==> config.mk <==
export PLATFORM = sky130hd
export DESIGN_NAME = shift_request_conditioner
export DESIGN_NICKNAME = d
export VERILOG_FILES = /design/src/rtl/shift_request_conditioner.sv
export SDC_FILE = /design/constraint.sdc
export NUM_CORES = 1
export LEC_CHECK = 0
export ABC_AREA = 1
export ABC_CLOCK_PERIOD_IN_PS = 1500
export CAP_MARGIN = 40
export CORE_UTILIZATION = 57
export CTS_CLUSTER_DIAMETER = 30
export DETAILED_ROUTE_END_ITERATION = 16
export PLACE_DENSITY = 0.74
export SLEW_MARGIN = 20
export SYNTH_ARGS = -nofsm -noshare
export SYNTH_HDL_FRONTEND = slang
export SYNTH_SLANG_ARGS = --single-unit
==> constraint.sdc <==
create_clock -name clk -period 1.5 [get_ports clk]
set_input_delay 0.3 -clock clk [delete_from_list [all_inputs] [get_ports clk]]
set_output_delay 0.3 -clock clk [all_outputs]
set_load 0.01 [all_outputs]
==> src/rtl/shift_request_conditioner.sv <==
// Conditions the paddle and neutral-button inputs for the gear shifter controller.
// Each raw input is synchronised and debounced. A clean press becomes a one-cycle
// request, and the request path then holds off new requests for a lockout period.
// Ports:
//   clk, rst_n   - system clock, asynchronous active-low reset
//   raw_up       - upshift paddle (asynchronous, active-high)
//   raw_down     - downshift paddle (asynchronous, active-high)
//   raw_neutral  - neutral button (asynchronous, active-high)
//   upBut        - upshift request, one-cycle pulse
//   downBut      - downshift request, one-cycle pulse
//   neutralBut   - neutral request, one-cycle pulse
//   busy         - high while in LOCKOUT or CONFLICT
//   dropped      - one-cycle pulse when a press event is discarded
module shift_request_conditioner #(
   parameter int unsigned DEBOUNCE_CYCLES = 50000,
   parameter int unsigned LOCKOUT_CYCLES  = 5000000,
   parameter int unsigned CNT_W           = 23
) (
   input  logic clk,
   input  logic rst_n,
   input  logic raw_up,
   input  logic raw_down,
   input  logic raw_neutral,
   output logic upBut,
   output logic downBut,
   output logic neutralBut,
   output logic busy,
   output logic dropped
);

   localparam int unsigned NCH = 3;
   localparam int unsigned UP  = 0;
   localparam int unsigned DN  = 1;
   localparam int unsigned NEU = 2;
   localparam logic [CNT_W-1:0] DB_LAST   = CNT_W'(DEBOUNCE_CYCLES - 1);
   localparam logic [CNT_W-1:0] LOCK_LAST = CNT_W'(LOCKOUT_CYCLES - 1);

   typedef enum logic [1:0] {
      IDLE     = 2'd0,
      LOCKOUT  = 2'd1,
      CONFLICT = 2'd2
   } state_t;

   logic [NCH-1:0] raw;
   logic [NCH-1:0] s1_q, s2_q;
   logic [NCH-1:0] deb_q, deb_prev_q;
   logic [NCH-1:0] press_c;

   state_t           state_q, next_state;
   logic [CNT_W-1:0] lock_cnt_q, lock_cnt_d;
   logic             up_d, down_d, neutral_d, dropped_d;

   assign raw = {raw_neutral, raw_down, raw_up};

   // Two-flop synchroniser per channel
   always_ff @(posedge clk or negedge rst_n) begin
      if (!rst_n) begin
         s1_q <= '0;
         s2_q <= '0;
      end else begin
         s1_q <= raw;
         s2_q <= s1_q;
      end
   end

   // Per-channel debouncer: level follows s2 only after it has differed long enough
   for (genvar ch = 0; ch < NCH; ch++) begin : g_db
      logic [CNT_W-1:0] cnt_q;

      always_ff @(posedge clk or negedge rst_n) begin
         if (!rst_n) begin
            cnt_q     <= '0;
            deb_q[ch] <= 1'b0;
         end else if (s2_q[ch] == deb_q[ch]) begin
            cnt_q <= '0;
         end else if (cnt_q == DB_LAST) begin
            cnt_q     <= '0;
            deb_q[ch] <= s2_q[ch];
         end else begin
            cnt_q <= cnt_q + CNT_W'(1);
         end
      end
   end

   // Previous debounced level, for rising-edge (press) detection
   always_ff @(posedge clk or negedge rst_n) begin
      if (!rst_n) begin
         deb_prev_q <= '0;
      end else begin
         deb_prev_q <= deb_q;
      end
   end

   assign press_c = deb_q & ~deb_prev_q;

   // State and registered outputs
   always_ff @(posedge clk or negedge rst_n) begin
      if (!rst_n) begin
         state_q    <= IDLE;
         lock_cnt_q <= '0;
         upBut      <= 1'b0;
         downBut    <= 1'b0;
         neutralBut <= 1'b0;
         dropped    <= 1'b0;
         busy       <= 1'b0;
      end else begin
         state_q    <= next_state;
         lock_cnt_q <= lock_cnt_d;
         upBut      <= up_d;
         downBut    <= down_d;
         neutralBut <= neutral_d;
         dropped    <= dropped_d;
         busy       <= (next_state != IDLE);
      end
   end

   // Arbitration, lockout timing and conflict handling
   always_comb begin
      next_state = state_q;
      lock_cnt_d = lock_cnt_q;
      up_d       = 1'b0;
      down_d     = 1'b0;
      neutral_d  = 1'b0;
      dropped_d  = 1'b0;
      case (state_q)
         IDLE: begin
            // Neutral wins outright; up+down together without neutral is ambiguous
            if (press_c[NEU]) begin
               neutral_d  = 1'b1;
               lock_cnt_d = LOCK_LAST;
               next_state = LOCKOUT;
            end else if (press_c[UP] && press_c[DN]) begin
               next_state = CONFLICT;
            end else if (press_c[UP]) begin
               up_d       = 1'b1;
               lock_cnt_d = LOCK_LAST;
               next_state = LOCKOUT;
            end else if (press_c[DN]) begin
               down_d     = 1'b1;
               lock_cnt_d = LOCK_LAST;
               next_state = LOCKOUT;
            end
         end
         LOCKOUT: begin
            dropped_d = |press_c;
            if (lock_cnt_q == '0) begin
               next_state = IDLE;
            end else begin
               lock_cnt_d = lock_cnt_q - CNT_W'(1);
            end
         end
         CONFLICT: begin
            // Stay until both paddles are released
            dropped_d = |press_c;
            if (!deb_q[UP] && !deb_q[DN]) begin
               next_state = IDLE;
            end
         end
         default: begin
            next_state = IDLE;
         end
      endcase
   end

endmodule

Word-level counts from Yosys, hierarchy flattened:

Cells that the tools add are included.

* reductions and logical operators: 14
* shift-type cells: 0
* multiplexer cells: 31
* order comparisons: 0
* multiply operators: 0
* bitwise operators: 5
* div/mod/pow operators: 0
* $add $sub $neg: 4
* eq/ne operators: 11

Operator list (number)
* two-way mux 23 bit: 11
* adder 23 x 1 -> 23 bit, second input constant: 3
* equality test 23 x 16 -> 1 bit, second input constant: 3
* one-hot mux 23 bit (2 select lines): 1
* logical NOT 23 bit: 1
* subtractor 23 x 1 -> 23 bit, second input constant: 1
* two-way mux 1 bit: 12
* two-way mux 2 bit: 6
* one-hot mux 2 bit (3 select lines): 1
* AND reduction 2 bit: 3
* inequality test 4 bit, second input constant: 1
* AND reduction 4 bit: 1
* nonzero test 2 bit: 2
* AND 3 bit: 1
* equality test 1 bit: 3
* inequality test 3 bit, second input constant: 1
* inverter 1 bit: 3
* inverter 3 bit: 1
* OR reduction 3 bit: 1
* equality test 2 x 1 -> 1 bit, second input constant: 1
* equality test 2 bit, second input constant: 1
* logical AND 1 bit: 2
* logical NOT 1 bit: 2
* logical NOT 2 bit: 1
* 2 further kinds: 2

* RAM bits: 0
* memory bits (read-only): 0
* register bits: 111
* bits in latches: 0
* logic and storage cells: 81
* memories kept: 0

Longest topological paths before layout:

* word-level depth: 8
* depth in mapped cells: 10
* gate-level depth less buffers: 10

Least setup slack after synthesis:

Ideal clock, no wire load.

* path kind: register to register
* start: register state_q[0]
* end: register lock_cnt_q[8]
* arrival: 1.528 ns
* setup slack: -0.147 ns
* cell stages (with the launch flop): 11
* library setup time: 0.119 ns
* cell sequence: dfrtp_1 -> inv_1 -> ha_1 -> inv_1 -> nor2_2 -> o21ai_4 -> nand3_4 -> nand2_8 -> buf_12 -> o21ai_2 -> nand2_2

* cells in the longest elaborated chain, start to end: 3

Ends and longest elaborated chain
* start, declared: RTL line 49 `state_t state_q, next_state;`
* start signal, assigned: RTL line 107 `state_q <= next_state;`
* equality test 2 x 1 -> 1 bit or logical NOT 2 bit (tied branches): RTL line 125 `case (state_q)`
* inequality test 2 bit (no source line) (tied with other cells)
* AND reduction 4 bit (no source line)
* end signal, assigned: RTL line 108 `lock_cnt_q <= lock_cnt_d;`
* end, declared: RTL line 50 `logic [CNT_W-1:0] lock_cnt_q, lock_cnt_d;`

Several ways; a longest one is shown, not always the timed one.
A chain may end at the register's enable or synchronous reset.

Final worst setup path:

* start: register lock_cnt_q[5]
* end: register lock_cnt_q[8]

* cells in the longest elaborated chain, start to end: 3

Ends and longest elaborated chain (RTL line)
* subtractor 23 x 1 -> 23 bit or logical NOT 23 bit (tied branches): 149, 146
* two-way mux 23 bit or inequality test 2 bit (tied branches)
* one-hot mux 23 bit (2 select lines) or AND reduction 4 bit (tied branches)

Several ways; a longest one is shown, not always the timed one. The select of a mux whose other input is x is not followed.

==> impl_metrics.env <==
export IMPL_ys_types=31
export IMPL_die_y_um=109
export IMPL_yosys_top_cells_area="dfrtp_1 (42%), nand2_1 (11%), nor2_1 (11%), inv_1 (6.0%), xor2_1 (5.8%)"
export IMPL_final_max_slew_viol_count=0
export IMPL_ioPinCount=10
export IMPL_register_area_um2=2790
export IMPL_p_leak_uw=0.00428
export IMPL_insertion_delay_ns=0.36
export IMPL_yosys_area_top_type="dfrtp_1"
export IMPL_layout_common_cells="nand2_1 (179), nor2_1 (153), buf_4 (126)"
export IMPL_outcome="finished, violations left"
export IMPL_cts_root_buf="clkbuf_16"
export IMPL_yosysSeqAreaShare=0.424
export IMPL_grt_total_usage=0.318
export IMPL_drv_cap=0
export IMPL_clock_path_buffers=2
export IMPL_drive_gt1_frac=0.308
export IMPL_grt_max_degree=45
export IMPL_htreeDepth=3
export IMPL_violations="setup timing"
export IMPL_synthCells=884
export IMPL_n_antenna_cell=0
export IMPL_yosys_warnings=0
export IMPL_drt_pass1_iterations=5
export IMPL_finalNonFillerCells=1184
export IMPL_end_kind="flop"
export IMPL_tightest_slew_ns=0.382
export IMPL_final_common_cell="nand2_1"
export IMPL_areaGrowthSynthToFinish_pct=35.7
export IMPL_grt_pass1_vias=6601
export IMPL_grt_pass1_wl_um=29300
export IMPL_criticalPathCategory="reg2reg"
export IMPL_fin_skew_ns=0.00701
export IMPL_syn_area_um2=6550
export IMPL_worst_path_buf_inv=1
export IMPL_finalCritPeriodShare=1.09
export IMPL_placementRows=38
export IMPL_cts_tree="built"
export IMPL_wl_per_cell_um=16.6
export IMPL_cp_slowest_stage_delay_ns=0.40
export IMPL_slowest_stage="dfrtp_1"
export IMPL_start_util=0.594
export IMPL_ys_ff_latch=111
export IMPL_finalSetupViolations=27
export IMPL_dr_total_vias=6833
export IMPL_antenna_found_initial=0
export IMPL_crit_top_cell="nor2_2"
export IMPL_drc=0
export IMPL_powerDensity_nw_per_um2=665
export IMPL_rsz0062_at_grt="true"
export IMPL_synth_avg_cell_area_um2=7.41
export IMPL_synth_fp_nets=898
export IMPL_path_max_fanout=5
export IMPL_fmax_mhz=610
export IMPL_drtIter0Drc=490
export IMPL_period_minus_slack_ns=1.64
export IMPL_dp_hpwl_um=11900
export IMPL_cp_cell_sequence="nor2_2 -> nand2_1 -> nor2_2 -> nand3_2 -> nand3_4 -> buf_12 -> nand2_8 -> o21ai_2 -> nand2_2"
export IMPL_cp_data_arrival_time_ns=1.88
export IMPL_wl_um=19700
export IMPL_layout_nets=1053
export IMPL_die_w_um=109
export IMPL_vdd_drop_max_uv=811
export IMPL_die_area_um2=11900
export IMPL_cts_sinks=111
export IMPL_core_um2=11000
export IMPL_vias_per_cell=5.77
export IMPL_fill_cells=692
export IMPL_relSlewSlack=0.743
export IMPL_min_path_type="reg2reg"
export IMPL_start_kind="flop"
export IMPL_dp_cells=1134
export IMPL_grt_ovfl_total=0
export IMPL_multiInputGateArea_um2=3910
export IMPL_crit_family="simple AND/OR/NAND/NOR gates"
export IMPL_final_util=0.805
export IMPL_postRouteAntennaNets=0
export IMPL_crit_required_ns=1.74
export IMPL_hold_viol=0
export IMPL_cts_clk_slew_worst_paths_ns=0.07
export IMPL_cts_inserted_buffers=9
export IMPL_port_buffer_count=9
export IMPL_gp_congestion=0.974
export IMPL_synth_top_area_frac=0.424
export IMPL_fin_ws_ns=-0.139
==> sequential cells by signal, summed over array words and instances (netlist names) <==
register,flops
busy,1
deb_prev_q,3
deb_q,3
downBut,1
dropped,1
g_db.cnt_q,69
lock_cnt_q,23
neutralBut,1
s1_q,3
s2_q,3
state_q,2
upBut,1
==> where the power goes <==
group	switching (uW)	total, uW	leakage, uW	internal, uW
Clock	1110	2630	0.000163	1520
Combinational	143	237	0.00260	93.8
Sequential	23.9	3040	0.00151	3020
Total	1270	5910	0.00428	4630
==> metrics by stage <==
stage                     TNS [ns]  power (uW)  area (um^2)  hold slack (ns)  setup WS, ns
after global routing         -6.40        6090         8880            0.360        -0.250
after floorplan                  0        3160         6570          0.00441        0.0104
after global placement       -2.60        3300         7620            0.221        -0.119
after CTS                    -1.01        5940         8340            0.351       -0.0607
final                        -2.41        5910         8880            0.350        -0.139
after detailed placement     -4.34        3310         7620            0.225        -0.149
==> final timing paths <==
path                       cells past startpoint                      start  slack (ns)                           to
min                                            0          s1_q[0]$_DFF_PN0_        0.35            s2_q[0]$_DFF_PN0_
max reg2reg                                    9  lock_cnt_q[5]$_DFFE_PN0P_       -0.14    lock_cnt_q[8]$_DFFE_PN0P_
max in group asynchronous                      3                      rst_n        0.55  g_db[2].cnt_q[15]$_DFF_PN0_
max                                            9  lock_cnt_q[5]$_DFFE_PN0P_       -0.14    lock_cnt_q[8]$_DFFE_PN0P_
min reg2reg                                    0          s1_q[0]$_DFF_PN0_        0.35            s2_q[0]$_DFF_PN0_
min in group asynchronous                      2                      rst_n        0.39  g_db[1].cnt_q[12]$_DFF_PN0_
==> cells in the mapped netlist <==
library cell  instances
ha_1                  9
nor2_1              188
buf_4                 1
nor3_2                1
nor3b_1               3
nand4_1              48
inv_1               104
inv_2                 3
nand3_4               1
nor2_2                6
nand3_2               3
nand2_8               1
o21ai_1               3
xnor2_1               6
nand3b_1              1
a21oi_1               5
nand3_1              74
buf_2                 4
clkbuf_1              4
o21ai_4               1
dfrtp_1             111
o21ai_0               3
nand2_2              21
o21ai_2              15
nor4_1                6
o21bai_1              2
buf_6                 1
nand2_1             196
buf_12                2
nor3_1               18
xor2_1               43
==> worst register-to-register path, delay by kind of cell (launching register included) <==
kind                   cells  cell delay, ns
AOI/OAI and AO/OA          1            0.08
buffers and inverters      1            0.18
DFF                        1            0.40
and+or+nand+nor            7            0.85
==> metal layers <==
layer,wire [um],GRT usage,part of all wire
met5,0,0,0
met3,1380,0.0699,0.070
met4,1120,0.152,0.057
met1,7520,0.375,0.38
met2,9700,0.548,0.49
==> cells by family after synthesis <==
group / count (synthesis) / share of synthesized area
buf+inv: 119 / 0.0757
xor+xnor: 49 / 0.0655
simple gates: 567 / 0.384
compound gates: 29 / 0.0332
flops: 111 / 0.424
fa+ha+maj: 9 / 0.0172
==> timing repair <==
item	4_1_cts	5_1_grt
cloned	7	0
hold buffers	1	0
resized for setup	50	109
setup endpoints to repair	48	77
pin swaps	15	27
buffers inserted	8	19
hold endpoints to repair	21	0
==> layout make-up <==
type	instances	share of cell area
Multi-Input combinational cell	660	0.440
Sequential cell	111	0.314
Timing Repair Buffer	150	0.143
Inverter	107	0.0460
Clock buffer	10	0.0269
Tap cell	140	0.0197
Clock inverter	6	0.0103
(Power assumes the default switching activity.)
==> RTL change 1, RTL diff (same settings) <==
Encoding of `state_t`: now one-hot (3 bits for 3 states).
--- a/src/rtl/shift_request_conditioner.sv
+++ b/src/rtl/shift_request_conditioner.sv
@@ -37,6 +37,6 @@
 
-   typedef enum logic [1:0] {
-      IDLE     = 2'd0,
-      LOCKOUT  = 2'd1,
-      CONFLICT = 2'd2
+   typedef enum logic [2:0] {
+      IDLE     = 3'b001,
+      LOCKOUT  = 3'b010,
+      CONFLICT = 3'b100
    } state_t;
Function: no difference found for any inputs over 10 cycles, from zero or initial values and one cycle with rst_n low; not proved beyond that.
==> RTL change 1 against the unedited design <==
The flow still finishes with violations (setup timing). Worst setup slack improved by 36 ps. Power decreased by 15%. Area after synthesis decreased by 4.2%. Routed wire length decreased by 15%. Global-route usage decreased by 2.5 points. Hold slack got worse by 16 ps. Design area decreased by 10%. Clock power decreased by 35%. Clock skew increased by 5.1 ps. Sequential cell count increased by 1. Critical endpoint is now lock_cnt_q[17]. Largest power group unchanged.
==> RTL change 1: results (changes against the unedited design) <==
Place
  – Setup Slack @ Placement: -108 ps (+40.1 ps)
  – Dpl cells: 1078 (-4.9%)
  – Post-DP HPWL: 11300 um (-5.5%)

Critical path
  – Crit path max fanout: 22 (+17)

Run status
  – Status: finished with violations
  – Failing checks: setup timing

Power and ir drop
  – Final Power: 5.04 mW (-15%)
  – Leak pwr: 3.76 nW (-12%)
  – Comb power: 266 uW (+12%)
  – Sequential power share: 60.9% (+9.4 points)
  – Worst vdd ir: 0.000646 V (-20%)

Timing
  – Worst Setup Slack, final: -104 ps (+35.6 ps)
  – Least-Margin Pin Slew: 445 ps (+62.2 ps)
  – Final setup vio count: 19 (-30%)
  – Total negative setup slack: -1150 ps (+1260 ps)
  – Setup Skew: 12.2 ps (+5.14 ps)

GRT
  – First-pass GRT wire length: 26300 um (-10%)
  – Vias in the first global route: 5674 (-14%)
  – Tot GR Track Use: 29.3% (-2.5 points)

Layout
  – Finished Core Util: 75.9% (-4.6 points)
  – Final #Nets: 986 (-6.4%)
  – Filler instances: 737 (+6.5%)

Drt
  – Via count: 6074 (-11%)
  – Vias per cell: 5.43 (-5.9%)
  – Post-Route WL: 16700 um (-15%)

Yosys
  – Synth area leaders: dfrtp_1 (44%), nand2_1 (13%), nor2_1 (11%), inv_1 (6.3%), nand3_1 (5.7%)
  – Syn_nets: 864 (-3.8%)
  – Seq/Total Area, Yosys: 44.7% (+2.3 points)

CTS
  – Root Driver: clkbuf_8
  – Skew-Pair Late Insertion Delay: 390 ps (+30 ps)

Min path
  – HP Class: in -> reg
## RTL change 1: cell count changes in the layout (fill, tap and decap cells not counted), sizes merged, moves of 5 or more
cell   delta
xor2      -9
buf      -30
a21oi     +6
nand4    -20
ha        -5
nor2     -10
nand3     -5
nand2     -7
nor3     +16
## RTL change 1: worst max-delay path, stage by stage (launching register included)
cell and delay, ps:
dfrtp_1 400, nor2_2 210, nand2_2 100, nor2_2 190, nand3_4 120, a21oi_4 200
buf_12 180, o21ai_0 100
## RTL change 1: cell families after synthesis
family	after synthesis	synth area share, %
AOI/OAI and AO/OA	37	3.73
adders and majority gates	4	0.798
xor gates and xnor gates	43	6.00
buffers and inverters	117	7.66
and+or+nand+nor	542	37.1
DFF	112	44.7
## RTL change 1: what timing repair did
action	in CTS	in global routing
hold buffers	1	0
setup endpoints to repair	50	76
pin swaps	4	24
hold endpoints to repair	20	0
buffers inserted	5	17
gates resized for setup	24	99
cloned	1	0
## RTL change 1: area by class of cell
cell class,instances,share of cell area [%]
tap,136,2.13
multi-input combinational,627,43.0
clock inverter,5,0.486
timing repair buffer,120,12.4
clock buffer,11,1.65
inverter,107,5.09
sequential,112,35.2
## RTL change 1: worst paths after layout
path                           startpoint                end  slack (ps)  cells past startpoint
hold reg to reg                   s1_q[0]            s2_q[0]         360                      0
min in group asynchronous           rst_n  g_db[1].cnt_q[17]         350                      2
setup / recovery           lock_cnt_q[11]     lock_cnt_q[17]        -100                      7
hold / removal                   raw_down            s1_q[1]         330                      1
setup reg to reg           lock_cnt_q[11]     lock_cnt_q[17]        -100                      7
max in group asynchronous           rst_n         state_q[0]         590                      3
## RTL change 1: layer usage
layer	share of wire (%)	global-route usage, %	vias to the layer above
li1	-	-	2949
met1	43	38.3	2908
met2	50	49.1	184
met3	4.9	6.26	33
met4	1.7	8.12	0
met5	0	0	-
==> RTL change 2, RTL diff (config.mk and constraints unchanged) <==
Made on the original files. `CNT_W`: 23 -> 46.
--- a/src/rtl/shift_request_conditioner.sv
+++ b/src/rtl/shift_request_conditioner.sv
@@ -16,3 +16,3 @@
    parameter int unsigned LOCKOUT_CYCLES  = 5000000,
-   parameter int unsigned CNT_W           = 23
+   parameter int unsigned CNT_W           = 46
 ) (
Function: no difference found for any inputs over 10 cycles, from zero or initial values and one cycle with rst_n low; that may be too few to reach the edited logic, so the function may still have changed.
==> RTL change 2 against the unedited design <==
The flow now stops in 5_1_grt. Area after synthesis up 89%. Synthesized cell count increased by 100%.
==> RTL change 2: results (changes against the unedited design) <==
Run status
  – Status: did not finish
  – Stop stage: 5_1_grt
  – Error msg: [ERROR GRT-0232] Routing congestion too high. Check the congestion heatmap in the GUI.

Timing
  – Grt repair worst endpoint: lock_cnt_q[31]$_DFFE_PN0P_/D
  – Worst-path endpoint category: sequential cell input

Yosys
  – Share of flip-flops with an asynchronous set or reset: 100% (unchanged)
  – Library cells used by synthesis: 33 (+6.5%)
  – Most used DFF post-synth: dfrtp_1
  – Syn_nets: 1801 (+100%)
  – Synth area leaders: dfrtp_1 (41%), nand2_1 (14%), nor2_1 (14%), xor2_1 (8.2%), inv_1 (4.9%)
  – Synth warnings: 0 (unchanged)
  – Top cells by count, synth: nand2_1 (473), nor2_1 (448), dfrtp_1 (203)
  – Seq/Total Area, Yosys: 40.9% (-1.5 points)

Place
  – Post-DP HPWL: 28100 um (+130%)
  – GP Congestion: 0.990 (+1.6%)
  – I/O Buffers: 9 (unchanged)
  – Setup Slack @ Placement: -306 ps (-157 ps)

GRT
  – Grt ovf: ~2200
  – Tot GR Track Use: 99.2%
  – Largest net degree at the start of global routing: 45

CTS
  – Max Root-Sink Buffers: 3 (+1)
  – Num Clock Sinks: 203 (+83%)
  – Root Driver: clkbuf_16
  – CTS Buf Count: 45 (+36)
  – H-tree Lvls: 2 (-1)
RTL change 2: repair_timing:
action                     CTS
pin swaps                   93
setup buffers               41
hold buffers                 1
gates resized for setup    313
setup endpoints to repair  168
cloned                       4
hold endpoints to repair   147
RTL change 2: cells by family after synthesis:
logic type	synth area share, %
xor gates and xnor gates	9.25
and+or+nand+nor	40.4
AOI/OAI and AO/OA	2.38
adders and majority gates	0.908
buffers and inverters	6.15
DFF	40.9
RTL change 2: metal layers:
layer,overflow,GRT usage [%]
met4,433,115
met2,1744,138
met3,15,67.6
met5,1,18.0
met1,14,86.9
RTL change 2: per-stage QoR:
step | hold WS [ps] | cell area [sq um] | setup TNS, ps | instances
after CTS | 178 | 18500 | -10710 | 2517
after detailed placement | 208 | 15500 | -18800 | 2390
after floorplan | 4.41 | 12500 | -1120 | 1787
after global placement | 203 | 15500 | -14300 | 2390
